===== src/rtl/prt_dptx_trn_pkg.sv =====
// Shared constants, training-pattern tables and helpers for the DP TX link-training pattern generator.
package prt_dptx_trn_pkg;

  typedef enum logic [2:0] {
    TPS_OFF = 3'd0,
    TPS_1   = 3'd1,
    TPS_2   = 3'd2,
    TPS_3   = 3'd3,
    TPS_4   = 3'd4
  } tps_t;

  // One link symbol as {k, dat}.
  typedef logic [8:0] sym_t;

  localparam logic [7:0] K28_5 = 8'hBC;
  localparam logic [7:0] D11_6 = 8'hCB;
  localparam logic [7:0] D10_2 = 8'h4A;

  localparam int unsigned SEQ_LEN = 10;

  localparam sym_t PRT_DPTX_TRN_TPS2 [SEQ_LEN] = '{
    {1'b1, K28_5}, {1'b0, D11_6}, {1'b1, K28_5}, {1'b0, D11_6}, {1'b0, D10_2},
    {1'b0, D10_2}, {1'b0, D10_2}, {1'b0, D10_2}, {1'b0, D10_2}, {1'b0, D10_2}
  };

  localparam sym_t PRT_DPTX_TRN_TPS3 [SEQ_LEN] = '{
    {1'b1, K28_5}, {1'b0, D10_2}, {1'b0, D11_6}, {1'b0, D10_2}, {1'b1, K28_5},
    {1'b0, D11_6}, {1'b0, D10_2}, {1'b0, D10_2}, {1'b0, D11_6}, {1'b0, D11_6}
  };

  // Sequence position advanced by n symbols, wrapping mid-word when needed.
  function automatic logic [3:0] idx_add(input logic [3:0] idx, input int unsigned n);
    int unsigned s;
    s = int'(idx) + n;
    return 4'(s % SEQ_LEN);
  endfunction

  function automatic tps_t tps_decode(input logic [2:0] v);
    return (v <= 3'd4) ? tps_t'(v) : TPS_OFF;
  endfunction

  function automatic logic [2:0] lanes_decode(input logic [2:0] v);
    return (v == 3'd1 || v == 3'd2 || v == 3'd4) ? v : 3'd1;
  endfunction

endpackage


===== src/rtl/prt_dptx_trn_lane.sv =====
// One lane of the training pattern generator: per-symbol source mux followed by the output register.
module prt_dptx_trn_lane
  import prt_dptx_trn_pkg::*;
#(
  parameter int P_SPL = 2
) (
  input  logic               clk_i,
  input  logic               rst_ni,
  input  logic [3:0]         idx_i,
  input  tps_t               tps_i,
  input  logic               active_i,
  input  logic               inj_i,
  input  logic [P_SPL-1:0]   lnk_k_i,
  input  logic [P_SPL*8-1:0] lnk_dat_i,
  input  logic [P_SPL-1:0]   scrm_k_i,
  input  logic [P_SPL*8-1:0] scrm_dat_i,
  output logic [P_SPL-1:0]   k_o,
  output logic [P_SPL*8-1:0] dat_o
);

  logic [P_SPL-1:0]   k_d, k_q;
  logic [P_SPL*8-1:0] dat_d, dat_q;
  sym_t               sym;

  always_comb begin
    k_d   = '0;
    dat_d = '0;
    sym   = '0;
    if (active_i) begin
      for (int j = 0; j < P_SPL; j++) begin
        case (tps_i)
          TPS_OFF: sym = {lnk_k_i[j], lnk_dat_i[j*8 +: 8]};
          TPS_1:   sym = {1'b0, D10_2};
          TPS_2:   sym = PRT_DPTX_TRN_TPS2[idx_add(idx_i, unsigned'(j))];
          TPS_3:   sym = PRT_DPTX_TRN_TPS3[idx_add(idx_i, unsigned'(j))];
          TPS_4:   sym = {scrm_k_i[j], scrm_dat_i[j*8 +: 8]};
          default: sym = '0;
        endcase
        k_d[j]          = sym[8];
        dat_d[j*8 +: 8] = sym[7:0];
      end
      // Injected error flips the LSB of symbol 0 only.
      if (inj_i) dat_d[7:0] = dat_d[7:0] ^ 8'h01;
    end
  end

  always_ff @(posedge clk_i or negedge rst_ni) begin
    if (!rst_ni) begin
      k_q   <= '0;
      dat_q <= '0;
    end else begin
      k_q   <= k_d;
      dat_q <= dat_d;
    end
  end

  assign k_o   = k_q;
  assign dat_o = dat_q;

endmodule


===== src/rtl/prt_dptx_trn.sv =====
// DP TX link-training pattern generator top: config register, shared index counter and lane array.
// Optional error injection port is enabled by defining PRT_DPTX_TRN_ERR_INJ_EN.
module prt_dptx_trn
  import prt_dptx_trn_pkg::*;
#(
  parameter int P_LANES = 4,
  parameter int P_SPL   = 2
) (
  input  logic                       CLK_IN,
  input  logic                       RST_IN,
  input  logic                       CFG_SET_IN,
  input  logic [2:0]                 CFG_TPS_IN,
  input  logic [2:0]                 CFG_LANES_IN,
  input  logic [P_LANES*P_SPL-1:0]   LNK_K_IN,
  input  logic [P_LANES*P_SPL*8-1:0] LNK_DAT_IN,
  input  logic [P_LANES*P_SPL-1:0]   SCRM_K_IN,
  input  logic [P_LANES*P_SPL*8-1:0] SCRM_DAT_IN,
`ifdef PRT_DPTX_TRN_ERR_INJ_EN
  input  logic                       STA_ERR_INJ_IN,
`endif
  output logic [P_LANES*P_SPL-1:0]   LNK_K_OUT,
  output logic [P_LANES*P_SPL*8-1:0] LNK_DAT_OUT,
  output logic [2:0]                 STA_TPS_OUT
);

  tps_t       tps_q, tps_d;
  logic [2:0] lanes_q, lanes_d;
  logic [3:0] idx_q, idx_d;
  logic       inj;

  always_comb begin
    tps_d   = tps_q;
    lanes_d = lanes_q;
    idx_d   = 4'd0;
    if (CFG_SET_IN) begin
      tps_d   = tps_decode(CFG_TPS_IN);
      lanes_d = lanes_decode(CFG_LANES_IN);
    end else if (tps_q == TPS_2 || tps_q == TPS_3) begin
      idx_d = idx_add(idx_q, unsigned'(P_SPL));
    end
  end

  always_ff @(posedge CLK_IN or negedge RST_IN) begin
    if (!RST_IN) begin
      tps_q   <= TPS_OFF;
      lanes_q <= 3'd1;
      idx_q   <= 4'd0;
    end else begin
      tps_q   <= tps_d;
      lanes_q <= lanes_d;
      idx_q   <= idx_d;
    end
  end

`ifdef PRT_DPTX_TRN_ERR_INJ_EN
  assign inj = STA_ERR_INJ_IN && (tps_q == TPS_1 || tps_q == TPS_2 || tps_q == TPS_3);
`else
  assign inj = 1'b0;
`endif

  generate
    for (genvar gi = 0; gi < P_LANES; gi++) begin : g_lane
      prt_dptx_trn_lane #(.P_SPL(P_SPL)) u_lane (
        .clk_i      (CLK_IN),
        .rst_ni     (RST_IN),
        .idx_i      (idx_q),
        .tps_i      (tps_q),
        .active_i   (gi < int'(lanes_q)),
        .inj_i      ((gi == 0) ? inj : 1'b0),
        .lnk_k_i    (LNK_K_IN[gi*P_SPL +: P_SPL]),
        .lnk_dat_i  (LNK_DAT_IN[gi*P_SPL*8 +: P_SPL*8]),
        .scrm_k_i   (SCRM_K_IN[gi*P_SPL +: P_SPL]),
        .scrm_dat_i (SCRM_DAT_IN[gi*P_SPL*8 +: P_SPL*8]),
        .k_o        (LNK_K_OUT[gi*P_SPL +: P_SPL]),
        .dat_o      (LNK_DAT_OUT[gi*P_SPL*8 +: P_SPL*8])
      );
    end
  endgenerate

  assign STA_TPS_OUT = tps_q;

endmodule


===== config.mk =====
export PLATFORM = sky130hd
export DESIGN_NAME = prt_dptx_trn
export DESIGN_NICKNAME = d
export VERILOG_FILES = /design/src/rtl/prt_dptx_trn_pkg.sv /design/src/rtl/prt_dptx_trn_lane.sv /design/src/rtl/prt_dptx_trn.sv
export SDC_FILE = /design/constraint.sdc
export NUM_CORES = 1
export LEC_CHECK = 0
export BUFFER_PORTS_ARGS = -buffer_cell sky130_fd_sc_hd__buf_4
export CELL_PAD_IN_SITES_DETAIL_PLACEMENT = 0
export CELL_PAD_IN_SITES_GLOBAL_PLACEMENT = 2
export CORE_ASPECT_RATIO = 0.8
export CORE_MARGIN = 2
export CORE_UTILIZATION = 27
export CTS_CLUSTER_SIZE = 14
export DETAILED_ROUTE_END_ITERATION = 10
export GPL_TIMING_DRIVEN = 0
export PLACE_DENSITY_LB_ADDON = 0.1
export SLEW_MARGIN = 20
export SYNTH_ARGS = -nofsm -noshare
export SYNTH_HDL_FRONTEND = slang
export SYNTH_SLANG_ARGS = --single-unit

===== constraint.sdc =====
create_clock -name CLK_IN -period 3.89 [get_ports CLK_IN]
set_clock_uncertainty 0.2 [all_clocks]
set_input_delay 0.1945 -clock CLK_IN [delete_from_list [all_inputs] [get_ports CLK_IN]]
set_output_delay 0.1945 -clock CLK_IN [all_outputs]
set_load 0.05 [all_outputs]

== Yosys cells after proc, flatten, opt, wreduce, memory -nomap -nowiden ==
Memories as Yosys holds them, arrays and structs flattened.
Index checks and enable logic that the tools add are counted.

* Input bits: 153
* Memories: 4
* Output and inout port bits: 75
* Register bits after elaboration: 82
* Word-level logic and storage cells: 68
* Bits in read-only memories: 576

* Order comparisons: 7
* Reductions and logical operators: 4
* Equal/unequal tests: 7
* Divide/modulo/power cells: 3
* Add/subtract/negate cells: 2
* Multiplexer cells: 28
* Bitwise operators: 2

{| class="wikitable"
|+ Memory list
! memory !! words !! width !! read ports !! clocked after memory_dff !! write ports !! RTL line !! text
|-
| (name not given) || 16 || 9 || 1 || 0 || 0 || prt_dptx_trn_lane.sv:35 || <nowiki>TPS_3: sym = PRT_DPTX_TRN_TPS3[idx_add(idx_i, unsigned'(j))];</nowiki>
|-
| (name not given) || 16 || 9 || 1 || 0 || 0 || prt_dptx_trn_lane.sv:35 ||
|-
| (name not given) || 16 || 9 || 1 || 0 || 0 || prt_dptx_trn_lane.sv:34 || <nowiki>TPS_2: sym = PRT_DPTX_TRN_TPS2[idx_add(idx_i, unsigned'(j))];</nowiki>
|-
| (name not given) || 16 || 9 || 1 || 0 || 0 || prt_dptx_trn_lane.sv:34 ||
|}

{| class="wikitable"
|+ Operators by type and width
! operator !! number
|-
| 9-bit one-hot mux with 5 select lines || 8
|-
| 9-bit two-way mux || 8
|-
| 32-bit by 4-bit remainder unit with 32-bit output, second input constant || 2
|-
| 16-bit two-way mux || 4
|-
| 4-bit by 4-bit remainder unit with 32-bit output, second input constant || 1
|-
| 5-bit >= comparator, second input constant || 2
|-
| 4-bit NOT with 5-bit output || 2
|-
| 3-bit by 2-bit equality test with 1-bit output, second input constant || 3
|-
| 2-bit two-way mux || 4
|-
| 4-bit two-way mux || 2
|-
| 3-bit by 1-bit equality test with 1-bit output, second input constant || 2
|-
| 3-bit equality test, second input constant || 2
|-
| 1-bit by 3-bit < comparator with 1-bit output, first input constant || 2
|-
| 2-bit by 3-bit < comparator with 1-bit output, first input constant || 2
|-
| 3-bit two-way mux || 2
|-
| 4-bit by 1-bit adder with 5-bit output, second input constant || 1
|-
| 4-bit by 2-bit adder with 5-bit output, second input constant || 1
|-
| 3-bit <= comparator, second input constant || 1
|-
| 3-bit logical NOT || 1
|-
| 1-bit logical OR || 3
|}

== Logic depth before layout (Yosys ltp) ==
Gate-level depths: netlist (run 1).

* Depth after elaboration: 8
* Depth in mapped cells: 10
* Gate-level depth less buffers: 9

== Hierarchy ==
From an unflattened synthesis (run 1), not the netlist that was laid out.

* Cell total of the unflattened synthesis: 871
* Area total of the unflattened synthesis: 7095.6 µm²

{| class="wikitable"
|+ By module, submodules not included
! module !! area an instance (µm²) !! cells each !! instances !! sequential area each (µm²)
|-
| prt_dptx_trn_lane || 1609.0 || 200 || 4 || 450.4
|-
| prt_dptx_trn || 659.4 || 71 || 1 || 226.5
|}

== Least setup slack after synthesis (run 1) ==
No wires, ideal clock.

* Path kind: register to register
* From: register idx_q[1]
* To: register idx_q[2]
* Library setup time: 0.094 ns
* Data required time: 3.596 ns
* Period minus slack after synthesis: 2.545 ns
* Data arrival time: 2.251 ns
* Slack: 1.345 ns
* Stages on the path, launching flop included: 10
* Path buffers: 1
* Path through: dfrtp_1 -> buf_2 -> inv_1 -> ha_1 -> o21bai_1 -> ha_1 -> nand4b_1 -> a22o_1 -> and3_1 -> a211oi_1

* Word-level cells in the longest chain between the ends: 4

{| class="wikitable"
|+ Ends and longest elaborated chain
! element !! RTL line !! text
|-
| from (decl) || prt_dptx_trn.sv:28 || <nowiki>logic [3:0] idx_q, idx_d;</nowiki>
|-
| from (signal assigned) || prt_dptx_trn.sv:51 || <nowiki>idx_q <= idx_d;</nowiki>
|-
| 4-bit by 2-bit adder with 5-bit output || prt_dptx_trn_pkg.sv:34 || <nowiki>s = int'(idx) + n;</nowiki>
|-
| 32-bit by 4-bit remainder unit with 32-bit output || prt_dptx_trn_pkg.sv:35 || <nowiki>return 4'(s % SEQ_LEN);</nowiki>
|-
| 4-bit two-way mux || prt_dptx_trn.sv:38 || <nowiki>end else if (tps_q == TPS_2 || tps_q == TPS_3) begin</nowiki>
|-
| 4-bit two-way mux || prt_dptx_trn.sv:35 || <nowiki>if (CFG_SET_IN) begin</nowiki>
|-
| named net idx_d[2] || prt_dptx_trn.sv:28 ||
|}

The timed path passes the listed nets, and every way through them passes these cells.
A chain may end at the register's enable or synchronous reset.

== Final worst setup path (run 1) ==
* From: register idx_q[1]
* To: register g_lane[3].u_lane.dat_q[6]

* Word-level cells in the longest chain between the ends: 7
* Elaborated cells on any way between the ends: 10
* Those cells by class: div: 1; mux: 6; bitwise: 1; memory: 2

{| class="wikitable"
|+ Ends and longest elaborated chain
! element !! RTL line !! text
|-
| 4-bit by 4-bit remainder unit with 32-bit output (*) || prt_dptx_trn_pkg.sv:35 ||
|-
| 4-bit NOT with 5-bit output (implied by the code) (*) || prt_dptx_trn_lane.sv:34, prt_dptx_trn_lane.sv:35 ||
|-
| memory 16 x 9 bit (on tied branches) || - ||
|-
| 9-bit two-way mux (on tied branches) (2 in a row) || - ||
|-
| 9-bit one-hot mux with 5 select lines (*) || prt_dptx_trn_lane.sv:31 || <nowiki>case (tps_i)</nowiki>
|-
| 16-bit two-way mux (*) || prt_dptx_trn_lane.sv:29 || <nowiki>if (active_i) begin</nowiki>
|-
| named net g_lane[3].u_lane.dat_d[6] || prt_dptx_trn_lane.sv:22 || <nowiki>logic [P_SPL*8-1:0] dat_d, dat_q;</nowiki>
|-
| to (signal assigned) || prt_dptx_trn_lane.sv:53 || <nowiki>dat_q <= dat_d;</nowiki>
|-
| to (decl) || prt_dptx_trn_lane.sv:22 ||
|}

Mark *: on every way through the listed nets, which the timed path passes. The rest lies on a longest branch. The select of a mux whose other input is x is not followed.

==> results of run 1 <==
[critical path: cells and delay by family (launching register included)]
kind            cells  cell delay, ns
buf+inv             3            0.94
fa+ha+maj           1            0.43
simple gates        1            0.24
flops               1            0.46
compound gates      3            0.81
[state kept, by name (all words and copies together) (netlist names)]
register and flops:
idx_q 3, g_lane.u_lane.k_o 8, STA_TPS_OUT 3, lanes_q 3
g_lane.u_lane.dat_o 64
[metal layers]
| metal | track usage | vias up | wire length (um) |
|---|---|---|---|
| li1 | - | 2076 | - |
| met1 | 0.225 | 2016 | 6340 |
| met2 | 0.319 | 167 | 7190 |
| met3 | 0.0765 | 9 | 1390 |
| met4 | 0.0380 | 0 | 143 |
| met5 | 0 | - | 0 |
[report_power, final]
group	total, uW	switching [uW]	leakage, uW	internal [uW]
logic	872	511	0.00225	361
registers	938	25.0	0.00108	913
clock network	769	338	0.000124	431
[kinds of logic after synthesis]
kind of cell	after synthesis	synth area share
muxes	55	0.146
AOI/OAI and AO/OA	93	0.142
DFF	81	0.495
and+or+nand+nor	129	0.152
buffers and inverters	39	0.0452
xor gates and xnor gates	1	0.00214
adders and majority gates	6	0.0183
[metrics by stage]
step,std cells,worst slack [ns]
floorplan,404,1.34
global placement,820,0.980
detailed placement,820,0.968
CTS,914,0.721
global route,915,0.598
finish,915,0.741
[worst max-delay path by stage]
| stage | startpoint | to | slack [ns] | depth (start not counted) |
|---|---|---|---|---|
| 2_1_floorplan | idx_q[1] | idx_q[2] | 1.34 | 9 |
| 3_3_place_gp | idx_q[1] | idx_q[2] | 0.98 | 9 |
| 3_5_place_dp | idx_q[1] | idx_q[2] | 0.97 | 9 |
| 4_1_cts | idx_q[1] | g_lane[3].u_lane.dat_o[1] | 0.72 | 8 |
| 5_1_grt | idx_q[1] | g_lane[3].u_lane.dat_o[6] | 0.60 | 8 |
| 6_report | idx_q[1] | g_lane[3].u_lane.dat_o[6] | 0.74 | 8 |
[cell usage in the layout (no fill, tap or decap), types with 2 or more instances in the layout]
| cell type | instances |
|---|---|
| buf_4 | 230 |
| dfrtp_1 | 80 |
| dlygate4sd3_1 | 79 |
| a21oi_1 | 62 |
| nand2_1 | 49 |
| nor3_1 | 45 |
| mux2_2 | 38 |
| mux2i_1 | 17 |
| clkbuf_1 | 16 |
| buf_2 | 13 |
| nor2_1 | 13 |
| clkbuf_16 | 9 |
| inv_1 | 7 |
| ha_1 | 6 |
| o21ai_0 | 4 |
| a211oi_1 | 3 |
| nand3b_1 | 3 |
| inv_2 | 2 |
| nand2b_1 | 2 |
| buf_6 | 2 |
| nor2b_1 | 2 |
| a211o_1 | 2 |
| a311o_1 | 2 |
| a32o_1 | 2 |
| nand3_1 | 2 |
| a221oi_1 | 2 |
| a22oi_1 | 2 |
| clkinv_2 | 2 |
[final cells by class]
| class | instances | area (um2) | area share |
|---|---|---|---|
| plain buffers | 30 | 151 | 0.0213 |
| clock buffers | 13 | 240 | 0.0339 |
| clock inverters | 3 | 17.5 | 0.00247 |
| inverters | 9 | 33.8 | 0.00476 |
| multi-input cells | 284 | 1890 | 0.266 |
| flip-flops and latches | 81 | 2030 | 0.286 |
| well taps | 189 | 236 | 0.0333 |
| repair buffers | 306 | 2500 | 0.352 |
==> results.tsv, run 1 <==
metric	value	unit
status	completed	
core area	14900	um2
setup violators final	0	
diode count	0	
EDFF count, synth	0	
Reg clk slew, reported paths	0.06	ns
Port-buffer cells	227	
R2R Path Start	idx_q[1]	
Top Ports	228	
Worst Path Max Fanout	10	
Iter 0 DRT Violations	140	
Via-to-Cell Ratio	4.66	
post-route ant nets	0	
synthesized area	4100	um2
Initial Util	0.275	
hold buffer count at cts	78	
DRC	0	
routed length per placed instance	16.5	um
final wirelength	15100	um
Syn-to-layout area delta	73.0	%
hold path depth	4	
Max Slew Vio Count	0	
initial antenna violation count	0	
Post-DP Area	6040	um2
count leader, synth	dfrtp_1	
# rows	40	
Worst Hold End	g_lane[2].u_lane.dat_o[4]	
RSZ-0062 raised after global routing	false	
Final Util	0.476	
Final Cycle Share	0.809	
critical path arrival	3.23	ns
IR drop worst, VDD	197	uV
clk_lat worst skew	0.34	ns
Seq cells post-synth	81	
delay of the slowest cell on the worst path	0.55	ns
clk root buf	clkbuf_16	
gr ovfl total	0	
Syn Area/Cell	10.2	um2
number of global-route vias before repair	4350	
fin crit period	3.15	ns
max frequency	0.318	GHz
Max-Cap Viols	0	
Final Hold Fails	0	
drt pass-1 iters	4	
Cells after Synth	404	
Final HPWL DP	11100	um
Fin Setup TNS	0	ns
Worst-Margin Slew	0.793	ns
total clock sinks	81	
Final GP Congestion	0.790	
clk buf depth	2	
fin area	7090	um2
sequential share of the synthesized area	0.495	
critical path cell sequence	buf_2, inv_1, ha_1, and2b_1, a311o_1, a211oi_2, a32o_1, dlygate4sd3_1	
asr flop ratio synth	1.00	
Slew headroom	0.468	
TritonCTS Buffers	9	
Total Power	2580	uW
worst r2r path cells	8	
synthesis warning total	0	
top post-synthesis cells by area	dfrtp_1 (49%), mux2_2 (10%), a21oi_1 (7.6%)	
Worst Hold Class	input pin to register	
Resize count post-CTS	0	
Synth cell types	54	
top cells by count, synth	dfrtp_1 (80), a21oi_1 (62), nand2_1 (49)	
die height	114	um
Critical Path RT	3.97	ns
post-CTS setup buffers	0	
CTS tree	done	
flop-to-flop setup slack	0.74	ns
post-synth top area share	0.488	
syn_nets	563	
gr usage total	0.187	
Nets	880	
endpoint class of the critical path	register	
full die area	16200	um2
Hold WS	0.0676	ns
Die W	142	um
DR vias	4268	
Pleak	0.00345	uW
Worst path slowest cell	dlygate4sd3_1	
first-pass GRT wire length	23200	um
largest net degree at the start of global routing	82	
hold path start	LNK_DAT_IN[36]	
post-synth top area cell	dfrtp_1	
htree depth	3	
WS Path Type	register to register	
Synth Flop Type	dfrtp_1	
fillers	1474	
Pwr Density	364	nW/um2
Critical R2R Capture	g_lane[3].u_lane.dat_o[6]	
fraction of layout instances using a drive strength above 1	0.423	
Startpoint Class	register	
(Power assumes the default switching activity.)
==> run 2: changes to the inputs <==
--- a/config.mk
+++ b/config.mk
@@ -5,12 +5,13 @@
 export SDC_FILE = /design/constraint.sdc
 export NUM_CORES = 1
 export LEC_CHECK = 0
+export ABC_AREA = 1
 export BUFFER_PORTS_ARGS = -buffer_cell sky130_fd_sc_hd__buf_4
 export CELL_PAD_IN_SITES_DETAIL_PLACEMENT = 0
 export CELL_PAD_IN_SITES_GLOBAL_PLACEMENT = 2
 export CORE_ASPECT_RATIO = 0.8
 export CORE_MARGIN = 2
-export CORE_UTILIZATION = 27
+export CORE_UTILIZATION = 23
 export CTS_CLUSTER_SIZE = 14
 export DETAILED_ROUTE_END_ITERATION = 10
 export GPL_TIMING_DRIVEN = 0
==> constraint.sdc (replaced) <==
create_clock -name CLK_IN -period 3.1 [get_ports CLK_IN]
set_clock_uncertainty 0.2 [all_clocks]
set_input_delay 0.155 -clock CLK_IN [delete_from_list [all_inputs] [get_ports CLK_IN]]
set_output_delay 0.155 -clock CLK_IN [all_outputs]
set_load 0.05 [all_outputs]
==> run 2 against run 1 <==
Compared with the run above:
- the flow now finishes with violations (negative hold slack)
- setup slack worse by 0.51 ns
- critical path type unchanged
- critical path depth is 3 higher
- first-iteration DRC count is 64% higher
- sequential share of layout area is 2.7 points lower
- global-route usage is 1.2 points lower
- register-to-register slack worse by 0.51 ns
- wire length is 10% higher
- via count is 14% higher
==> results.tsv, run 2 <==
metric	value	unit	change
Cells after Synth	541		+34%
Top Ports	228		unchanged
Die W	155	um	+9.3%
clk buf depth	2		unchanged
top post-synthesis cells by area	dfrtp_1 (48%), nand2_1 (17%), inv_1 (7.2%)		
Max Slew Vio Count	0		unchanged
Max-Cap Viols	0		unchanged
Syn Area/Cell	7.75	um2	-24%
TritonCTS Buffers	9		unchanged
fillers	1808		+23%
Worst-Margin Slew	0.871	ns	+0.0778 ns
sequential share of the synthesized area	0.483		-0.0111
post-synth top area cell	dfrtp_1		
top cells by count, synth	nand2_1 (193), dfrtp_1 (80), inv_1 (80)		
Placed Cells	997		+22%
fin crit period	2.87	ns	-0.279 ns
DRC	0		unchanged
number of global-route vias before repair	5144		+18%
Pint	2410	uW	+42%
final wirelength	16600	um	+10%
Iter 0 DRT Violations	230		+64%
Critical R2R Capture	g_lane[1].u_lane.dat_o[2]		
WP buf/inv	6		+3
RSZ-0062 raised after global routing	false		
most frequent cells in the layout	buf_4 (230), nand2_1 (193), dlygate4sd3_1 (133)		
Pleak	0.00439	uW	+27%
Synth cell types	33		-39%
synthesized area	4200	um2	+2.3%
die height	125	um	+9.2%
Switching Fraction	0.329		-0.00942
most common cell after layout, fill and taps aside	buf_4		
worst r2r path cells	11		+3
combinational group share of total power	0.344		+0.006
Critical Path RT	3.19	ns	-0.78 ns
Pwr Density	459	nW/um2	+26%
Nets	1070		+22%
Via-to-Cell Ratio	4.24		-9.1%
Worst path slowest cell	dlygate4sd3_1		
Worst Path Max Fanout	10		unchanged
most used cell, CP	inv_1		
Largest register FFs	64		unchanged
routed length per placed instance	14.5	um	-12%
Final GP Congestion	0.750		-5.1%
gr ovfl total	0		unchanged
violated checks	negative hold slack		
Slew headroom	0.420		-0.0487
Worst Slack Setup Final	0.230	ns	-0.511 ns
EDFF count, synth	0		unchanged
fin cells	1146		+25%
Hold WS	-0.00143	ns	-0.0691 ns
worst setup path startpoint	idx_q[1]		
WS Path Type	register to register		
clock share of power	0.327		+0.029
fraction of layout instances using a drive strength above 1	0.305		-0.118
status	finished, violations left		
Syn-to-layout area delta	86.8	%	
endpoint class of the critical path	register		
critical path arrival	2.96	ns	-0.27 ns
pre-CTS setup slack	0.596	ns	-0.372 ns
clk_lat worst skew	0.35	ns	about the same
Fin Setup TNS	0	ns	unchanged
Port-buffer cells	226		-0.44%
Final Util	0.435		-0.0403
first-pass GRT wire length	26500	um	+14%
Startpoint Class	register		
full die area	19300	um2	+19%
Seq pwr share	0.329		-0.035
gr usage total	0.175		-0.0118
initial antenna violation count	0		unchanged
WP depth	11		+3
count leader, synth	nand2_1		
post-route ant nets	0		unchanged
htree depth	3		unchanged
post-synth top area share	0.477		-0.0109
Final HPWL DP	11700	um	+5.6%
delay of the slowest cell on the worst path	0.55	ns	about the same
cell family with the largest share of critical-path delay	buffers and inverters		
hold path depth	7		+3
R2R Path Start	idx_q[1]		
total clock sinks	81		unchanged
Final Hold Fails	1		+1
switching power	1190	uW	+36%
CP endpoint	g_lane[1].u_lane.dat_o[2]		
Initial Util	0.233		-0.0420
asr flop ratio synth	1.00		unchanged
# rows	44		+10%
max frequency	0.348	GHz	+9.7%
diode count	0		unchanged
post-CTS setup buffers	0		unchanged
critical path cell sequence	buf_2, inv_1, ha_1, inv_1, o21ai_1, nand3_1, buf_2, nand4_1, dlygate4sd3_1, nand2_1, inv_1		
drt pass-1 iters	5		+1
synthesis warning total	0		unchanged
flop-to-flop setup slack	0.23	ns	-0.51 ns
setup violators final	0		unchanged
syn_nets	700		+24%
clk root buf	clkbuf_16		
Worst Hold Class	input pin to register		
CTS tree	done		
core area	18000	um2	+21%
largest net degree at the start of global routing	82		unchanged
Synth Flop Type	dfrtp_1		
DR vias	4857		+14%
IR drop worst, VDD	230	uV	+17%
Seq cells post-synth	81		unchanged
Final Cycle Share	0.926		+0.116
Reg clk slew, reported paths	0.06	ns	about the same
==> run 2: cell count changes after synthesis, sizes merged, moves of 9 or more <==
cell    delta
a21oi     -36
clkbuf     -9
inv       +77
mux2      -38
mux2i     -17
nand2    +147
nand3     +13
nand4     +25
nor2      +25
nor3      -34
==> run 2: worst min-delay path by stage <==
stage	startpoint	to	slack, ns
after global placement	SCRM_DAT_IN[29]	g_lane[1].u_lane.dat_o[13]	0.21
after global routing	SCRM_DAT_IN[23]	g_lane[1].u_lane.dat_o[7]	0.03
after floorplan	RST_IN	STA_TPS_OUT[0]	-0.34
after CTS	SCRM_DAT_IN[63]	g_lane[3].u_lane.dat_o[15]	0.002
final	LNK_DAT_IN[49]	g_lane[3].u_lane.dat_o[1]	-0.001
after detailed placement	SCRM_K_IN[7]	g_lane[3].u_lane.k_o[1]	0.22
==> run 2: stage by stage <==
step,hold slack (ns),instance area (um2),total power (uW)
6_report,-0.00143,7840,3600
3_3_place_gp,0.211,6180,2240
2_1_floorplan,-0.341,4200,1810
3_5_place_dp,0.218,6180,2240
4_1_cts,0.00162,7830,3640
5_1_grt,0.0296,7840,3800
==> run 2: cell type report <==
cell class	count	area (um2)	share of cell area
Timing Repair Buffer	359	3030	0.387
Sequential cell	81	2030	0.259
Buffer	22	156	0.0200
Clock inverter	4	76.3	0.00974
Tap cell	230	288	0.0367
Clock buffer	12	246	0.0314
Multi-Input combinational cell	352	1690	0.215
Inverter	86	323	0.0412
==> run 2: power by group through the flow <==
stage	sequential, uW	combinational (uW)	clock [uW]
floorplan	1510	301	0
global placement	1200	1040	0
CTS	1180	1240	1210
global route	1190	1340	1260
detailed placement	1200	1040	0
finish	1180	1240	1180
==> run 2: worst register-to-register path, delay by kind of cell (launching register included) <==
family | cells | cell delay, ns
adders and majority gates | 1 | 0.39
AOI/OAI and AO/OA | 1 | 0.20
DFF | 1 | 0.41
buffers and inverters | 6 | 1.27
and+or+nand+nor | 3 | 0.34
==> run 2: what timing repair did <==
item | CTS | global route
setup endpoints to repair | 0 | 15
hold buffers | 133 | 0
resized for setup | 0 | 1
hold endpoints to repair | 149 | 0
==> run 2: per-layer routing <==
layer | track usage | wire, um | vias to the layer above
li1 | - | - | 2429
met1 | 0.218 | 7390 | 2245
met2 | 0.291 | 7640 | 167
met3 | 0.0605 | 1340 | 16
met4 | 0.0447 | 194 | 0
met5 | 0 | 0 | -
==> run 2: kinds of logic after synthesis <==
| kind of cell | after synthesis | share of synthesized area |
|---|---|---|
| buffers and inverters | 108 | 0.114 |
| adder cells (fa/ha/maj) | 6 | 0.0179 |
| AND/OR/NAND/NOR | 289 | 0.294 |
| AO/OA/AOI/OAI | 57 | 0.0907 |
| flip-flops | 81 | 0.483 |
==> run 3: changes to the inputs <==
--- a/config.mk
+++ b/config.mk
@@ -5,17 +5,14 @@
 export SDC_FILE = /design/constraint.sdc
 export NUM_CORES = 1
 export LEC_CHECK = 0
-export ABC_AREA = 1
 export BUFFER_PORTS_ARGS = -buffer_cell sky130_fd_sc_hd__buf_4
-export CELL_PAD_IN_SITES_DETAIL_PLACEMENT = 0
-export CELL_PAD_IN_SITES_GLOBAL_PLACEMENT = 2
 export CORE_ASPECT_RATIO = 0.8
 export CORE_MARGIN = 2
-export CORE_UTILIZATION = 23
+export CORE_UTILIZATION = 45
 export CTS_CLUSTER_SIZE = 14
 export DETAILED_ROUTE_END_ITERATION = 10
 export GPL_TIMING_DRIVEN = 0
-export PLACE_DENSITY_LB_ADDON = 0.1
+export PLACE_DENSITY = 0.81
 export SLEW_MARGIN = 20
 export SYNTH_ARGS = -nofsm -noshare
 export SYNTH_HDL_FRONTEND = slang
==> run 3 against run 2 <==
Compared with the run above:
- the run now ends clean
- wire length is 2.9% lower
- largest power group is now sequential cells
- sequential power hardly changed
- sequential share of layout area increased by 2.9 points
- critical path type unchanged
- setup slack lost 0.084 ns
- clock power decreased by 8%
- die area fell by 49%
- power is 5.8% lower
==> results.tsv, run 3 (synthesis gave the netlist of run 1 again) <==
metric	value	unit	change
endpoint class of the critical path	register		
IR drop worst, VDD	374	uV	+63%
Worst Hold Class	input pin to register		
final wirelength	16100	um	-2.9%
pre-CTS setup slack	0.234	ns	-0.362 ns
DR vias	4538		-6.6%
Iter 0 DRT Violations	239		+3.9%
Pwr Density	481	nW/um2	+4.6%
DRC	0		unchanged
Largest register FFs	64		unchanged
Seq pwr share	0.348		+0.019
full die area	9900	um2	-49%
Placed Cells	746		-25%
first-pass GRT wire length	23800	um	-10%
fraction of layout instances using a drive strength above 1	0.428		+0.124
Startpoint Class	register		
Final HPWL DP	10400	um	-11%
Total Power	3390	uW	-5.8%
Die W	111	um	-29%
Slew headroom	0.408		-0.0115
Initial Util	0.458		+0.225
setup violators final	0		unchanged
delay of the slowest cell on the worst path	0.56	ns	about the same
most common cell after layout, fill and taps aside	buf_4		
Final Hold Fails	0		-1
number of global-route vias before repair	4746		-7.7%
initial antenna violation count	0		unchanged
largest net degree at the start of global routing	82		unchanged
Hold WS	0.0313	ns	+0.0328 ns
Worst Path Max Fanout	10		unchanged
fin cells	841		-27%
Switching Fraction	0.336		+0.00657
clk buf depth	2		unchanged
routed length per placed instance	19.1	um	+32%
status	completed		
RSZ-0062 raised after global routing	false		
Worst path slowest cell	dlygate4sd3_1		
Fin Setup TNS	0	ns	unchanged
Pint	2250	uW	-6.7%
Critical Path RT	3.16	ns	-0.03 ns
post-CTS setup buffers	0		unchanged
htree depth	3		unchanged
post-route ant nets	0		unchanged
critical path cell sequence	clkbuf_4, inv_1, ha_2, and2b_1, a311o_1, a211oi_2, a32o_1, dlygate4sd3_1		
clock share of power	0.321		-0.006
Worst Slack Setup Final	0.146	ns	-0.0843 ns
max frequency	0.339	GHz	-2.9%
# rows	31		-30%
clk_lat worst skew	0.32	ns	-0.03 ns
CTS tree	done		
critical path arrival	3.02	ns	+0.06 ns
WS Path Type	register to register		
Port-buffer cells	227		+0.44%
drt pass-1 iters	5		unchanged
gr ovfl total	0		unchanged
Final Cycle Share	0.953		+0.0272
Top Ports	228		unchanged
diode count	0		unchanged
combinational group share of total power	0.330		-0.014
fin crit period	2.95	ns	+0.0843 ns
clk root buf	clkbuf_16		
Worst-Margin Slew	0.888	ns	+0.0172 ns
Max Slew Vio Count	0		unchanged
Via-to-Cell Ratio	5.40		+27%
gr usage total	0.312		+0.136
Max-Cap Viols	0		unchanged
Reg clk slew, reported paths	0.06	ns	about the same
Pleak	0.00347	uW	-21%
TritonCTS Buffers	9		unchanged
Nets	880		-18%
Syn-to-layout area delta	72.0	%	
die height	89.4	um	-28%
core area	8960	um2	-50%
most frequent cells in the layout	buf_4 (230), dfrtp_1 (80), dlygate4sd3_1 (79)		
total clock sinks	81		unchanged
switching power	1140	uW	-3.9%
Final GP Congestion	0.901		+20%
## run 3: final timing paths
kind                                             end  depth (start not counted)  slack (ns)      startpoint
hold / removal             g_lane[3].u_lane.dat_o[8]                          4        0.03  LNK_DAT_IN[56]
hold reg to reg                           lanes_q[0]                          2        0.33      lanes_q[0]
min in group asynchronous    g_lane[2].u_lane.k_o[0]                          2        0.22          RST_IN
max in group asynchronous  g_lane[3].u_lane.dat_o[9]                          2        1.96          RST_IN
setup reg to reg           g_lane[3].u_lane.dat_o[6]                          8        0.15        idx_q[1]
setup / recovery           g_lane[3].u_lane.dat_o[6]                          8        0.15        idx_q[1]
## run 3: final cells by class
type / instances / area (um2)
Multi-Input combinational cell: 284 / 1890
Tap cell: 115 / 144
Timing Repair Buffer: 306 / 2500
Fill cell: 563 / 1900
Clock inverter: 5 / 63.8
Sequential cell: 81 / 2030
Buffer: 30 / 154
Clock buffer: 11 / 243
Inverter: 9 / 33.8
## run 3: critical path: cells and delay by family (launching register included)
kind | cells | cell delay (ns)
AOI/OAI and AO/OA | 3 | 0.78
adders and majority gates | 1 | 0.36
buffers and inverters | 3 | 0.91
DFF | 1 | 0.44
and+or+nand+nor | 1 | 0.21
## run 3: power groups by stage
stage / Sequential [uW] / Clock [uW] / Combinational (uW)
final: 1180 / 1090 / 1120
after global routing: 1190 / 1140 / 1180
after CTS: 1180 / 1090 / 1090
after detailed placement: 1200 / 0 / 985
after global placement: 1190 / 0 / 969
after floorplan: 1500 / 0 / 276
## run 3: stage by stage
stage / area (um2) / utilization
floorplan: 4100 / -
global placement: 5950 / 0.664
detailed placement: 5950 / 0.664
CTS: 7050 / 0.786
global route: 7060 / 0.787
finish: 7060 / 0.787
## run 3: what timing repair did
action                                  in CTS  in global routing
endpoints found under the setup margin       0                  2
resized for setup                            0                  2
hold endpoints to repair                   123                  0
hold buffers                                79                  0
## run 3: routing by layer
metal	track usage	share of wire	up-vias
met3	0.0963	0.087	56
li1	-	-	2072
met2	0.562	0.51	265
met4	0.160	0.037	0
met5	0	0	-
met1	0.341	0.37	2145
